**config.mk**
```make
export PLATFORM = sky130hd
export DESIGN_NAME = scan_decoder_flat
export DESIGN_NICKNAME = d
export VERILOG_FILES = /design/src/rtl/scan_decoder_pkg.sv /design/src/rtl/scan_decoder_if.sv /design/src/rtl/scan_decoder_dec_onehot.sv /design/src/rtl/scan_decoder.sv /design/src/flat_wrapper.sv
export SDC_FILE = /design/constraint.sdc
export NUM_CORES = 1
export LEC_CHECK = 0
export CAP_MARGIN = 20
export CORE_MARGIN = 2
export CORE_UTILIZATION = 46
export CTS_CLUSTER_DIAMETER = 200
export DETAILED_ROUTE_END_ITERATION = 6
export GPL_ROUTABILITY_DRIVEN = 0
export PLACE_DENSITY = 0.79
export SYNTH_ARGS = -nofsm -noshare
export SYNTH_HDL_FRONTEND = slang
export SYNTH_SLANG_ARGS = --single-unit
```
**constraint.sdc**
```tcl
create_clock -name Clock -period 3.45 [get_ports Clock]
set_clock_uncertainty 0.15 [all_clocks]
set_input_delay 1.035 -clock Clock [delete_from_list [all_inputs] [get_ports Clock]]
set_output_delay 1.035 -clock Clock [all_outputs]
set_load 0.01 [all_outputs]
```
**src/rtl/scan_decoder_pkg.sv**
```systemverilog
// Shared constants and helpers for the scan_decoder block.
package scan_decoder_pkg;

    localparam logic MODE_DIRECT = 1'b0;
    localparam logic MODE_SCAN   = 1'b1;

    // Ceiling log2; returns 0 for inputs of 0 or 1.
    function automatic int unsigned clog2(input int unsigned value);
        int unsigned v;
        int unsigned r;
        v = (value > 0) ? value - 1 : 0;
        r = 0;
        while (v > 0) begin
            r = r + 1;
            v = v >> 1;
        end
        return r;
    endfunction

endpackage

```
**src/rtl/scan_decoder_if.sv**
```systemverilog
// Select/control inputs and decoded outputs of scan_decoder.
interface scan_decoder_if #(
    parameter int unsigned N = 6
) ();

    logic [N-1:0]      w;
    logic              En;
    logic              Mode;
    logic              Load;
    logic [(2**N)-1:0] y;
    logic [N-1:0]      idx;
    logic              wrap;

    modport master (
        output w, En, Mode, Load,
        input  y, idx, wrap
    );

    modport slave (
        input  w, En, Mode, Load,
        output y, idx, wrap
    );

endinterface

```
**src/rtl/scan_decoder_dec_onehot.sv**
```systemverilog
// Combinational N-to-2^N one-hot decoder with enable.
module dec_onehot #(
    parameter int unsigned N = 6
) (
    input  logic [N-1:0]      i_sel,
    input  logic              i_en,
    output logic [(2**N)-1:0] o_y_c
);

    always_comb begin
        o_y_c = '0;
        if (i_en) begin
            o_y_c[i_sel] = 1'b1;
        end
    end

endmodule

```
**src/rtl/scan_decoder.sv**
```systemverilog
// Registered one-hot decoder with direct and autonomous dwell-scan modes.
module scan_decoder
    import scan_decoder_pkg::*;
#(
    parameter int unsigned N     = 6,
    parameter int unsigned DWELL = 4
) (
    input  logic           Clock,
    input  logic           Reset,
    scan_decoder_if.slave  bus
);

    localparam int unsigned LINES = 2 ** N;
    localparam int unsigned CW    = (clog2(DWELL) < 1) ? 1 : clog2(DWELL);
    localparam logic [CW-1:0] CNT_LAST = CW'(DWELL - 1);

    logic [N-1:0]     r_idx;
    logic [CW-1:0]    r_cnt;
    logic [LINES-1:0] r_y;
    logic             r_wrap;

    logic [N-1:0]     w_idx_next;
    logic [CW-1:0]    w_cnt_next;
    logic             w_wrap_next;
    logic [LINES-1:0] w_y_next;

    // Index/dwell sequencing: Load beats the advance, En=0 only pauses the advance.
    always_comb begin
        w_idx_next  = r_idx;
        w_cnt_next  = r_cnt;
        w_wrap_next = 1'b0;
        if (bus.Mode == MODE_DIRECT) begin
            w_idx_next = bus.w;
            w_cnt_next = '0;
        end else if (bus.Load) begin
            w_idx_next = bus.w;
            w_cnt_next = '0;
        end else if (bus.En) begin
            if (r_cnt == CNT_LAST) begin
                w_cnt_next  = '0;
                w_idx_next  = r_idx + N'(1);
                w_wrap_next = (r_idx == {N{1'b1}});
            end else begin
                w_cnt_next = r_cnt + CW'(1);
            end
        end
    end

    // Decode the upcoming index so y always matches the idx it is registered with.
    dec_onehot #(
        .N (N)
    ) u_dec (
        .i_sel (w_idx_next),
        .i_en  (bus.En),
        .o_y_c (w_y_next)
    );

    always_ff @(posedge Clock) begin
        if (Reset) begin
            r_idx  <= '0;
            r_cnt  <= '0;
            r_y    <= '0;
            r_wrap <= 1'b0;
        end else begin
            r_idx  <= w_idx_next;
            r_cnt  <= w_cnt_next;
            r_y    <= w_y_next;
            r_wrap <= w_wrap_next;
        end
    end

    assign bus.idx  = r_idx;
    assign bus.y    = r_y;
    assign bus.wrap = r_wrap;

endmodule
```
**src/flat_wrapper.sv**
```systemverilog
// flat-port wrapper written by rule: the top's interface ports become plain ports
module scan_decoder_flat import scan_decoder_pkg::*;
#(
    parameter int unsigned N     = 6,
    parameter int unsigned DWELL = 4
)
  (Clock, Reset, bus_w, bus_En, bus_Mode, bus_Load, bus_y, bus_idx, bus_wrap);
  scan_decoder_if #(.N(N)) bus_i ();
  input  logic Clock;
  input  logic Reset;
  input wire logic [$bits(bus_i.w)-1:0] bus_w;
  input wire logic [$bits(bus_i.En)-1:0] bus_En;
  input wire logic [$bits(bus_i.Mode)-1:0] bus_Mode;
  input wire logic [$bits(bus_i.Load)-1:0] bus_Load;
  output wire logic [$bits(bus_i.y)-1:0] bus_y;
  output wire logic [$bits(bus_i.idx)-1:0] bus_idx;
  output wire logic [$bits(bus_i.wrap)-1:0] bus_wrap;
  assign bus_i.w = bus_w;
  assign bus_i.En = bus_En;
  assign bus_i.Mode = bus_Mode;
  assign bus_i.Load = bus_Load;
  assign bus_y = bus_i.y;
  assign bus_idx = bus_i.idx;
  assign bus_wrap = bus_i.wrap;
  scan_decoder #(.N(N), .DWELL(DWELL)) u_core (.Clock(Clock), .Reset(Reset), .bus(bus_i));
endmodule
```
==> results.md <==
- The number of pins with negative max-slew slack in the final report is 0.
- In this run the count of I/O pins placed on the die edge is 82.
- The number of nets with antenna violations after routing is 0.
- Clock latency on the worst-skew pair, taken at its later pin, is 0.34 ns.
- The critical path is of the input port to flip-flop type.
- After synthesis, the cell types taking the most area are dfxtp_1 56%, nor4_1 11%, nor4_2 9.6%.
- The type of the worst min-delay path is flip-flop to flip-flop.
- The post-synthesis cell type with the largest combined area is dfxtp_1.
- In this run, CTS created clock tree buffers numbering 9.
- The type of destination of the critical path is a flip-flop.
- The reported leakage power is 1.24 nW.
- The number of antenna violations at the first check in global routing was 0.
- The number of nets handed over by synthesis was 244.
- The initial core utilization is 0.475.
- For this design the ratio of total power to cell area is 434 nW/um2.
- The pre-antenna-repair detailed-routing pass consisted of 4 iterations.
- The proportion of netlist area held by the largest area contributor is 0.559.
- The floorplan step defined a core boundary enclosing 5510 um2.
- The site row count is 27.
- The smallest clock period supported by the final layout is computed as 3.09 ns.
- The multi-input combinational cells in the finished layout cover a total of 1030 um2.
- 0 antenna diodes ended up in the layout.
- The number of storage elements in the synthesis netlist is 73.
- For this run, the post-layout net count is 327.
- The setup-violating endpoint count in the final report is 0.
- Setup repair after global routing left no endpoint under its margin.
- The critical register-to-register path endpoint is u_core.bus.y[43].
- The die covers 6310 um2.
- The post-CTS resize count is 0.
- The number of buffers added to fix hold violations after cts is 0.
- The worst setup path is launched from an input port.
- Each instance of the synthesized netlist takes up on average 11.3 um2.
- The wire length reported by the detailed router is 6.20 mm.
- For hold timing, the worst endpoint is u_core.bus.wrap.
- The hold violation count in the final report is 0.
- The maximum number of pins on one net before global-route repair is 34.
- Setup slack on the worst reg-to-reg path comes out at 0.99 ns.
- In the final layout, flip-flops and latches occupy 1460 um2.
- Fill cells in the final layout number 430.
- The width of the die is 79.4 um.
- The final critical-path share of the clock period is 0.896.
- For this run, the number of Yosys warnings is 0.
- The relative slew slack is 0.481.
- Counting along the longest clock path gives a buffer depth of 2.
- After clock tree synthesis, the clock-pin slew on the worst setup and hold paths is 0.07 ns.
- Clock tree synthesis selected as its root buffer the cell clkbuf_8.
- Of the cells placed in the final design, the portion with a size suffix greater than 1 is 0.189.
- The count of cells along the worst hold path is 2.
- The summed negative setup slack over all endpoints is 0 ns.
- The cell count after synthesis is 231.
- The synthesized netlist occupies a cell area of 2620 um2.
- From synthesis to final layout, the design area changed by 41.2%.
- TritonCTS built the clock tree.
- The worst register-to-register path begins at u_core.r_cnt[0].
- Across every metal layer, demand over resource in global routing totals 0.202.
- The required time at the endpoint of the critical path is 3.53 ns.
- The routed wirelength normalized by instance count is 15.9 um.
- The upper clock frequency limit is 323 MHz.
- The detailed placement HPWL is 4.29 mm.
- After detailed routing, the number of vias per cell comes to 5.57.
- The violation count after the first detailed-routing iteration is 109.
- The hold path startpoint is u_core.bus.idx[5].
- Synthesis instantiated 38 different standard cells from the library.
- VDD sags by at most 0.000239 V.
- The data arrival time of the worst path is 3.17 ns.
- Measured along the y axis, the die boundary spans 79.4 um.
- The number of global-route vias before repair is 2006.
- The H-tree level count is 3.
- In the routed design, unresolved DRC markers number 0.
- The overall overflow remaining after global route is 0.
- The number of clock sinks is 73.
- The worst register-to-register path has a depth of 5.
- For the pin with the worst max-slew slack, the measured transition is 0.778 ns.
- Final hold analysis gives a worst-case slack of 0.378 ns.
- The register area share after synthesis is 0.559.
- After clock tree synthesis, the setup repair step added 0 buffers.
- Summing over every cut layer, the via total after detailed routing is 2172.
- Along the worst path, the maximum fanout reaches 16.
- The count of input and output buffers is 81.
- The run finished with clean final reports.
- The first global-routing pass estimated 9.67 mm of wire.
- The max-capacitance violation count is 0.
[routing by layer]
layer | track usage | vias to the layer above | part of all wire
met5 | 0 | - | 0
met4 | 0.0966 | 0 | 0.020
met3 | 0.0520 | 12 | 0.056
met2 | 0.340 | 78 | 0.50
met1 | 0.242 | 1046 | 0.42
li1 | - | 1036 | -
[synth_stat cells, drive strengths merged]
| master | n |
|---|---|
| nand2 | 2 |
| nand2b | 1 |
| or3 | 2 |
| a211o | 1 |
| xor2 | 3 |
| and3 | 4 |
| a31o | 2 |
| nor3 | 4 |
| a31oi | 2 |
| nand3 | 2 |
| a211oi | 2 |
| mux2i | 5 |
| or4b | 2 |
| nor2 | 11 |
| ha | 2 |
| nand4 | 1 |
| or3b | 1 |
| o32a | 1 |
| nand4bb | 1 |
| inv | 1 |
| buf | 15 |
| dfxtp | 73 |
| nor4 | 65 |
| nand3b | 2 |
| o211ai | 2 |
| and4 | 1 |
| clkbuf | 12 |
| mux2 | 2 |
| a22oi | 1 |
| nor2b | 3 |
| o21ai | 4 |
| o32ai | 1 |
[sequential cells by signal (all words and copies together) (netlist names)]
signal and count:
u_core.bus.wrap 1, u_core.r_cnt 2, u_core.bus.idx 6, u_core.bus.y 64
[metrics by stage]
| step | power [mW] | setup slack [ns] | cells | area (um2) | utilization |
|---|---|---|---|---|---|
| global placement | 1.06 | 0.0556 | 375 | 3530 | 0.641 |
| detailed placement | 1.06 | 0.00170 | 375 | 3530 | 0.641 |
| global route | 1.67 | 0.282 | 390 | 3690 | 0.671 |
| floorplan | 0.992 | 0.694 | 231 | 2620 | - |
| finish | 1.60 | 0.359 | 390 | 3690 | 0.671 |
| CTS | 1.62 | 0.366 | 390 | 3690 | 0.671 |
[critical path, cell delays in order]
cell,delay (ns)
clkdlybuf4s50_1,0.58
nor2b_4,0.25
mux2_4,0.35
or4b_4,0.69
nor4_1,0.27
[final cells by class]
| type | instances | share of cell area |
|---|---|---|
| clock inverters | 3 | 0.00474 |
| inverters | 1 | 0.00102 |
| well taps | 72 | 0.0244 |
| clock buffers | 12 | 0.0393 |
| flip-flops and latches | 73 | 0.396 |
| repair buffers | 99 | 0.256 |
| multi-input cells | 130 | 0.279 |
[kinds of logic (layout without fill, tap and decap cells)]
group                      after synthesis  in the layout  synth area share
buffers and inverters                   28            115            0.0588
xor gates and xnor gates                 3              3            0.0100
and+or+nand+nor                        102            102             0.290
DFF                                     73             73             0.559
muxes                                    7              7            0.0292
adders and majority gates                2              2           0.00956
AOI/OAI and AO/OA                       16             16            0.0440
[placed cells by master, fill, tap and decap left out, drive strengths merged, types with 2 or more instances in the layout]
cell type | Yosys | final
mux2 | 2 | 2
and3 | 4 | 4
clkdlybuf4s50 | 0 | 81
a31o | 2 | 2
nand3b | 2 | 2
buf | 15 | 18
nor4 | 65 | 65
ha | 2 | 2
or3 | 2 | 2
dfxtp | 73 | 73
a211oi | 2 | 2
nor3 | 4 | 4
o21ai | 4 | 4
nand2 | 2 | 2
nor2 | 11 | 11
or4b | 2 | 2
xor2 | 3 | 3
clkinv | 0 | 2
a31oi | 2 | 2
nor2b | 3 | 3
clkbuf | 12 | 12
mux2i | 5 | 5
o211ai | 2 | 2
nand3 | 2 | 2
[how the worst max path moves through the flow]
stage | from | endpoint | slack [ns] | cells after the start
floorplan | bus_En | u_core.bus.y[60] | 0.69 | 7
global placement | bus_Mode | u_core.bus.y[42] | 0.06 | 5
detailed placement | bus_Mode | u_core.bus.y[41] | 0.002 | 5
CTS | bus_Mode | u_core.bus.y[41] | 0.37 | 5
global route | bus_En | u_core.bus.y[43] | 0.28 | 6
finish | bus_Mode | u_core.bus.y[43] | 0.36 | 5
[report_power, final]
part / switching [mW] / leakage (nW) / internal [mW] / total [mW]
clock: 0.285 / 0.0822 / 0.274 / 0.560
sequential: 0.0100 / 0.590 / 0.852 / 0.862
combinational: 0.115 / 0.565 / 0.0675 / 0.182
(Power assumes the default switching activity.)
